### src/rtl/fifo_splitter_n.sv
// N-way stream splitter: one valid/ready input is copied into per-channel FIFOs
// selected by a runtime enable mask; each output drains independently.
module fifo_splitter_n #(
    parameter int unsigned DATA_WIDTH = 32,
    parameter int unsigned CHANNELS   = 2,
    parameter int unsigned DEPTH      = 4
) (
    input  logic                                       clk,
    input  logic                                       rst,
    input  logic [DATA_WIDTH-1:0]                      data_in,
    input  logic                                       data_in_valid,
    output logic                                       data_in_ready,
    input  logic [CHANNELS-1:0]                        out_enable,
    output logic [CHANNELS*DATA_WIDTH-1:0]             data_out,
    output logic [CHANNELS-1:0]                        data_out_valid,
    input  logic [CHANNELS-1:0]                        data_out_ready,
    output logic [CHANNELS*($clog2(DEPTH)+1)-1:0]      fill
);

    localparam int unsigned CW = $clog2(DEPTH) + 1;
    localparam int unsigned PW = $clog2(DEPTH);
    localparam logic [CW-1:0] FullCount = CW'(DEPTH);

    logic [DATA_WIDTH-1:0] mem_q    [CHANNELS][DEPTH];
    logic [DATA_WIDTH-1:0] mem_d    [CHANNELS][DEPTH];
    logic [PW-1:0]         wr_ptr_q [CHANNELS];
    logic [PW-1:0]         wr_ptr_d [CHANNELS];
    logic [PW-1:0]         rd_ptr_q [CHANNELS];
    logic [PW-1:0]         rd_ptr_d [CHANNELS];
    logic [CW-1:0]         cnt_q    [CHANNELS];
    logic [CW-1:0]         cnt_d    [CHANNELS];

    logic                  all_room;
    logic                  accept;
    logic [CHANNELS-1:0]   push;
    logic [CHANNELS-1:0]   pop;

    // Ready looks only at registered counts and the mask, never at consumer ready.
    always_comb begin
        all_room = 1'b1;
        for (int c = 0; c < CHANNELS; c++) begin
            if (out_enable[c] && (cnt_q[c] == FullCount)) begin
                all_room = 1'b0;
            end
        end
        data_in_ready = rst & all_room;
        accept        = data_in_valid & data_in_ready;
        for (int c = 0; c < CHANNELS; c++) begin
            push[c] = accept & out_enable[c];
            pop[c]  = (cnt_q[c] != '0) & data_out_ready[c];
        end
    end

    always_comb begin
        mem_d    = mem_q;
        wr_ptr_d = wr_ptr_q;
        rd_ptr_d = rd_ptr_q;
        cnt_d    = cnt_q;
        for (int c = 0; c < CHANNELS; c++) begin
            if (push[c]) begin
                mem_d[c][wr_ptr_q[c]] = data_in;
                wr_ptr_d[c]           = wr_ptr_q[c] + PW'(1);
            end
            if (pop[c]) begin
                rd_ptr_d[c] = rd_ptr_q[c] + PW'(1);
            end
            if (push[c] && !pop[c]) begin
                cnt_d[c] = cnt_q[c] + CW'(1);
            end else if (!push[c] && pop[c]) begin
                cnt_d[c] = cnt_q[c] - CW'(1);
            end
        end
    end

    always_comb begin
        for (int c = 0; c < CHANNELS; c++) begin
            data_out[c*DATA_WIDTH +: DATA_WIDTH] = mem_q[c][rd_ptr_q[c]];
            data_out_valid[c]                    = (cnt_q[c] != '0);
            fill[c*CW +: CW]                     = cnt_q[c];
        end
    end

    always_ff @(posedge clk or negedge rst) begin
        if (!rst) begin
            for (int c = 0; c < CHANNELS; c++) begin
                wr_ptr_q[c] <= '0;
                rd_ptr_q[c] <= '0;
                cnt_q[c]    <= '0;
                for (int d = 0; d < DEPTH; d++) begin
                    mem_q[c][d] <= '0;
                end
            end
        end else begin
            mem_q    <= mem_d;
            wr_ptr_q <= wr_ptr_d;
            rd_ptr_q <= rd_ptr_d;
            cnt_q    <= cnt_d;
        end
    end

endmodule

### config.mk
export PLATFORM = sky130hd
export DESIGN_NAME = fifo_splitter_n
export DESIGN_NICKNAME = d
export VERILOG_FILES = /design/src/rtl/fifo_splitter_n.sv
export SDC_FILE = /design/constraint.sdc
export NUM_CORES = 1
export LEC_CHECK = 0
export BUFFER_PORTS_ARGS = -buffer_cell sky130_fd_sc_hd__buf_2
export CAP_MARGIN = 25
export CORE_MARGIN = 2
export CORE_UTILIZATION = 62
export CTS_BUF_LIST = sky130_fd_sc_hd__clkbuf_4 sky130_fd_sc_hd__clkbuf_8
export DETAILED_ROUTE_END_ITERATION = 10
export GPL_TIMING_DRIVEN = 0
export PLACE_DENSITY_LB_ADDON = 0.3
export SYNTH_ARGS = -nofsm -noshare
export SYNTH_HDL_FRONTEND = slang
export SYNTH_SLANG_ARGS = --single-unit
### constraint.sdc
create_clock -name clk -period 2.85 [get_ports clk]
set_input_delay 0.4275 -clock clk [delete_from_list [all_inputs] [get_ports clk]]
set_output_delay 0.4275 -clock clk [all_outputs]
set_load 0.01 [all_outputs]
==> impl_metrics.csv <==
group,metric,value,unit
route,routedWlPerCell,23.2,um
setup_path,timing.rr.start,"fill[0]",
yosys,async_flop_share,1.00,
global_routing,grt.total_usage,0.260,
yosys,ys_seq_area_frac,0.525,
power,irDropWorstVdd,0.000638,V
floorplan,core-area,0.0203,mm^2
setup_path,end_kind,"primary output",
global_routing,grt_max_degree,121,
clock_tree,cts_buffers,46,
sta,hold_violations,0,
yosys,synthesis.area,0.0129,mm^2
setup_path,path_max_fanout,10,
setup_path,rr_endpoint,"fill[2]",
floorplan,die_width,148,um
setup_path,critical_path_depth,4,
sta,period_share,0.942,
floorplan,start_util,0.634,
route,vias,6731,
status,status,"completed",
yosys,synth_ff_type,"dfrtp_1",
global_routing,grt_pass1_vias,7676,
hold_path,holdPathEnd,"rd_ptr_q[3]",
global_routing,grt_overflow,0,
route,dr.first_iter.drc_count,354,
setup_path,reg2reg_slack,0.51,ns
setup_path,crit_buf_inv,3,
power,power.density,1190,mW/mm^2
setup_path,slowest_delay,0.59,ns
route,drt_pass1_iterations,4,
power,leakage,7.48,nW
cells_and_area,syn_to_final_growth,15.1,%
setup_path,slowest_stage,"mux4_2",
setup_path,worstPathCellList,"buf_2 > buf_2 > mux4_2 > buf_2",
cells_and_area,fin_cells,1160,
yosys,synth_nets,751,
setup_path,worstPathRequired,2.42,ns
clock_tree,clk_latency,0.57,ns
yosys,syn_avg_cell_area,18.4,um^2
yosys,synth_cell_types,22,
floorplan,die_h,148,um
yosys,synth_most_common_cell,"dfrtp_1",
cells_and_area,postLayoutCellArea,0.0148,mm^2
yosys,synth_top_cell_area_share,0.525,
sta,slew_headroom,0.573,
clock_tree,cts_setup_buffers,0,
yosys,synthCells,700,
hold_path,min_path_cells,3,
sta,period_needed,2.69,ns
setup_path,critPathLaunchType,"register",
run,drv_cap,0,
yosys,synthTopCellsByArea,"dfrtp_1 (53%), mux2_4 (25%), mux4_2 (11%)",
route,drc,0,
placed_design,dpl_cell_area,0.0138,mm^2
placed_design,port_buffers,111,
route,postRouteAntennaNets,0,
placed_design,place.gp.congestion,0.770,
global_routing,antenna_found_initial,1,
hold_path,hold_class,"input port to register",
route,drt_wl_total,26900,um
yosys,ys_warn_count,0,
clock_tree,root_buffer,"clkbuf_8",
clock_tree,cts.clk_slew.worst_paths,0.05,ns
yosys,synth_edf_count,0,
floorplan,die_area,0.0219,mm^2
cells_and_area,fin_nets,912,
setup_path,rr_worst_depth,10,
sta,setup_violations,0,
sta,rsz0062_at_grt,"false",
yosys,ys_ff_latch,270,
sta,worst_pin_slew,0.641,ns
setup_path,crit_family,"buffers and inverters",
setup_path,cp_common_cell,"buf_2",
yosys,netlist_top_cells_count,"dfrtp_1 (270), mux2_4 (210), mux4_2 (64), mux2_1 (30), buf_6 (23)",
cells_and_area,layout-drive-gt1-share,0.596,
clock_tree,clk_path_buf_depth,3,
route,via_per_inst,5.80,
floorplan,io_pins,112,
global_routing,grt_first_pass_wirelength,43900,um
setup_path,path_class,"register to primary output",
floorplan,rows,52,
clock_tree,cts_tree,"yes",
sta,finClkSkew,0.0138,ns
hold_path,hp-start,"data_out_ready[0]",
placed_design,dpl.cell_count,1083,
sta,max_freq,0.372,GHz
clock_tree,htree_levels,2,
clock_tree,cts.sinks,270,
sta,timing_max_transition_violations_final,0,
placed_design,post-dp-hpwl,17500,um
yosys,synth_top_cell_by_area,"dfrtp_1",
setup_path,arrival,2.26,ns
cell type report:
class	instances	area [um^2]
repair buffers	114	631
fillers	1240	5500
plain buffers	42	359
well taps	270	338
flip-flops and latches	270	6760
clock inverters	5	32.5
diodes	1	2.50
clock buffers	71	927
multi-input cells	379	5720
inverters	8	30.0
repair_timing:
| item | CTS | global route |
|---|---|---|
| resized for setup | 3 | 5 |
| hold buffers | 1 | 0 |
| hold endpoints to repair | 38 | 0 |
| setup endpoints to repair | 8 | 24 |
| pin swaps | 0 | 0 |
logic make-up (layout without fill, tap and decap cells):
kind of cell	after synthesis	in the layout	share of synthesized area
buffers and inverters	51	240	0.0297
AND/OR/NAND/NOR	31	31	0.0231
multiplexers	324	324	0.401
flip-flops	270	270	0.525
other	0	1	0
adder cells (fa/ha/maj)	12	12	0.0128
XOR/XNOR	12	12	0.00817
layer usage:
| metal | GRT usage | up-vias | part of all wire |
|---|---|---|---|
| li1 | - | 2924 | - |
| met1 | 0.361 | 3590 | 0.43 |
| met2 | 0.422 | 170 | 0.50 |
| met3 | 0.0602 | 47 | 0.054 |
| met4 | 0.0705 | 0 | 0.020 |
| met5 | 0 | - | 0 |
power by group:
group,switching (mW),leakage [nW],internal (mW)
Clock,1.55,0.511,2.06
Sequential,1.10,3.34,5.68
Combinational,2.82,3.63,4.40
Total,5.48,7.48,12.1
state kept, by name (all words and copies together) (netlist names):
| name | cells |
|---|---|
| fill | 6 |
| rd_ptr_q | 4 |
| mem_q | 256 |
| wr_ptr_q | 4 |
through the flow:
step / worst slack [ns] / util / hold WS, ns / setup TNS [ns] / total power, mW
3_5_place_dp: 0.169 / 0.681 / 0.339 / 0 / 14.0
6_report: 0.164 / 0.729 / 0.168 / 0 / 17.6
4_1_cts: 0.0334 / 0.729 / 0.150 / 0 / 17.7
2_1_floorplan: 0.689 / - / 0.132 / 0 / 11.7
3_3_place_gp: -4.19 / 0.678 / 0.468 / -1724.45 / 13.6
5_1_grt: 0.0131 / 0.729 / 0.169 / 0 / 18.5
cell usage in the layout, fill, tap and decap left out:
| cell type | Yosys | layout |
|---|---|---|
| nor2_1 | 2 | 2 |
| buf_16 | 0 | 2 |
| dfrtp_1 | 270 | 270 |
| diode_2 | 0 | 1 |
| mux2_1 | 30 | 30 |
| inv_1 | 8 | 8 |
| nand3_1 | 2 | 2 |
| clkbuf_8 | 0 | 63 |
| buf_6 | 23 | 23 |
| clkbuf_1 | 6 | 2 |
| mux2_2 | 20 | 20 |
| clkinv_2 | 0 | 3 |
| dlygate4sd3_1 | 0 | 1 |
| nand2_1 | 2 | 2 |
| nand4bb_1 | 2 | 2 |
| clkbuf_4 | 0 | 11 |
| buf_8 | 0 | 1 |
| buf_2 | 14 | 120 |
| xnor2_1 | 8 | 8 |
| nand4_4 | 7 | 7 |
| xor2_1 | 4 | 4 |
| and2_1 | 2 | 2 |
| fa_1 | 2 | 2 |
| inv_6 | 0 | 2 |
| nand4_1 | 3 | 3 |
| clkbuf_2 | 0 | 4 |
| mux4_2 | 64 | 64 |
| and3_1 | 9 | 9 |
| or3_1 | 2 | 2 |
| mux2_4 | 210 | 210 |
| ha_1 | 10 | 10 |
how the worst max path moves through the flow:
| stage | from | endpoint | slack, ns |
|---|---|---|---|
| after floorplan | fill[0] | fill[5] | 0.69 |
| after global placement | rst | mem_q[221] | -4.19 |
| after detailed placement | rst | fill[2] | 0.17 |
| after CTS | rd_ptr_q[3] | data_out[12] | 0.03 |
| after global routing | rd_ptr_q[0] | data_out[59] | 0.01 |
| final | rd_ptr_q[0] | data_out[56] | 0.16 |
tightest hold or removal path, stage by stage:
cell	delay, ns
buf_2	0.11
nand3_1	0.09
xnor2_1	0.07
(Power assumes the default switching activity.)
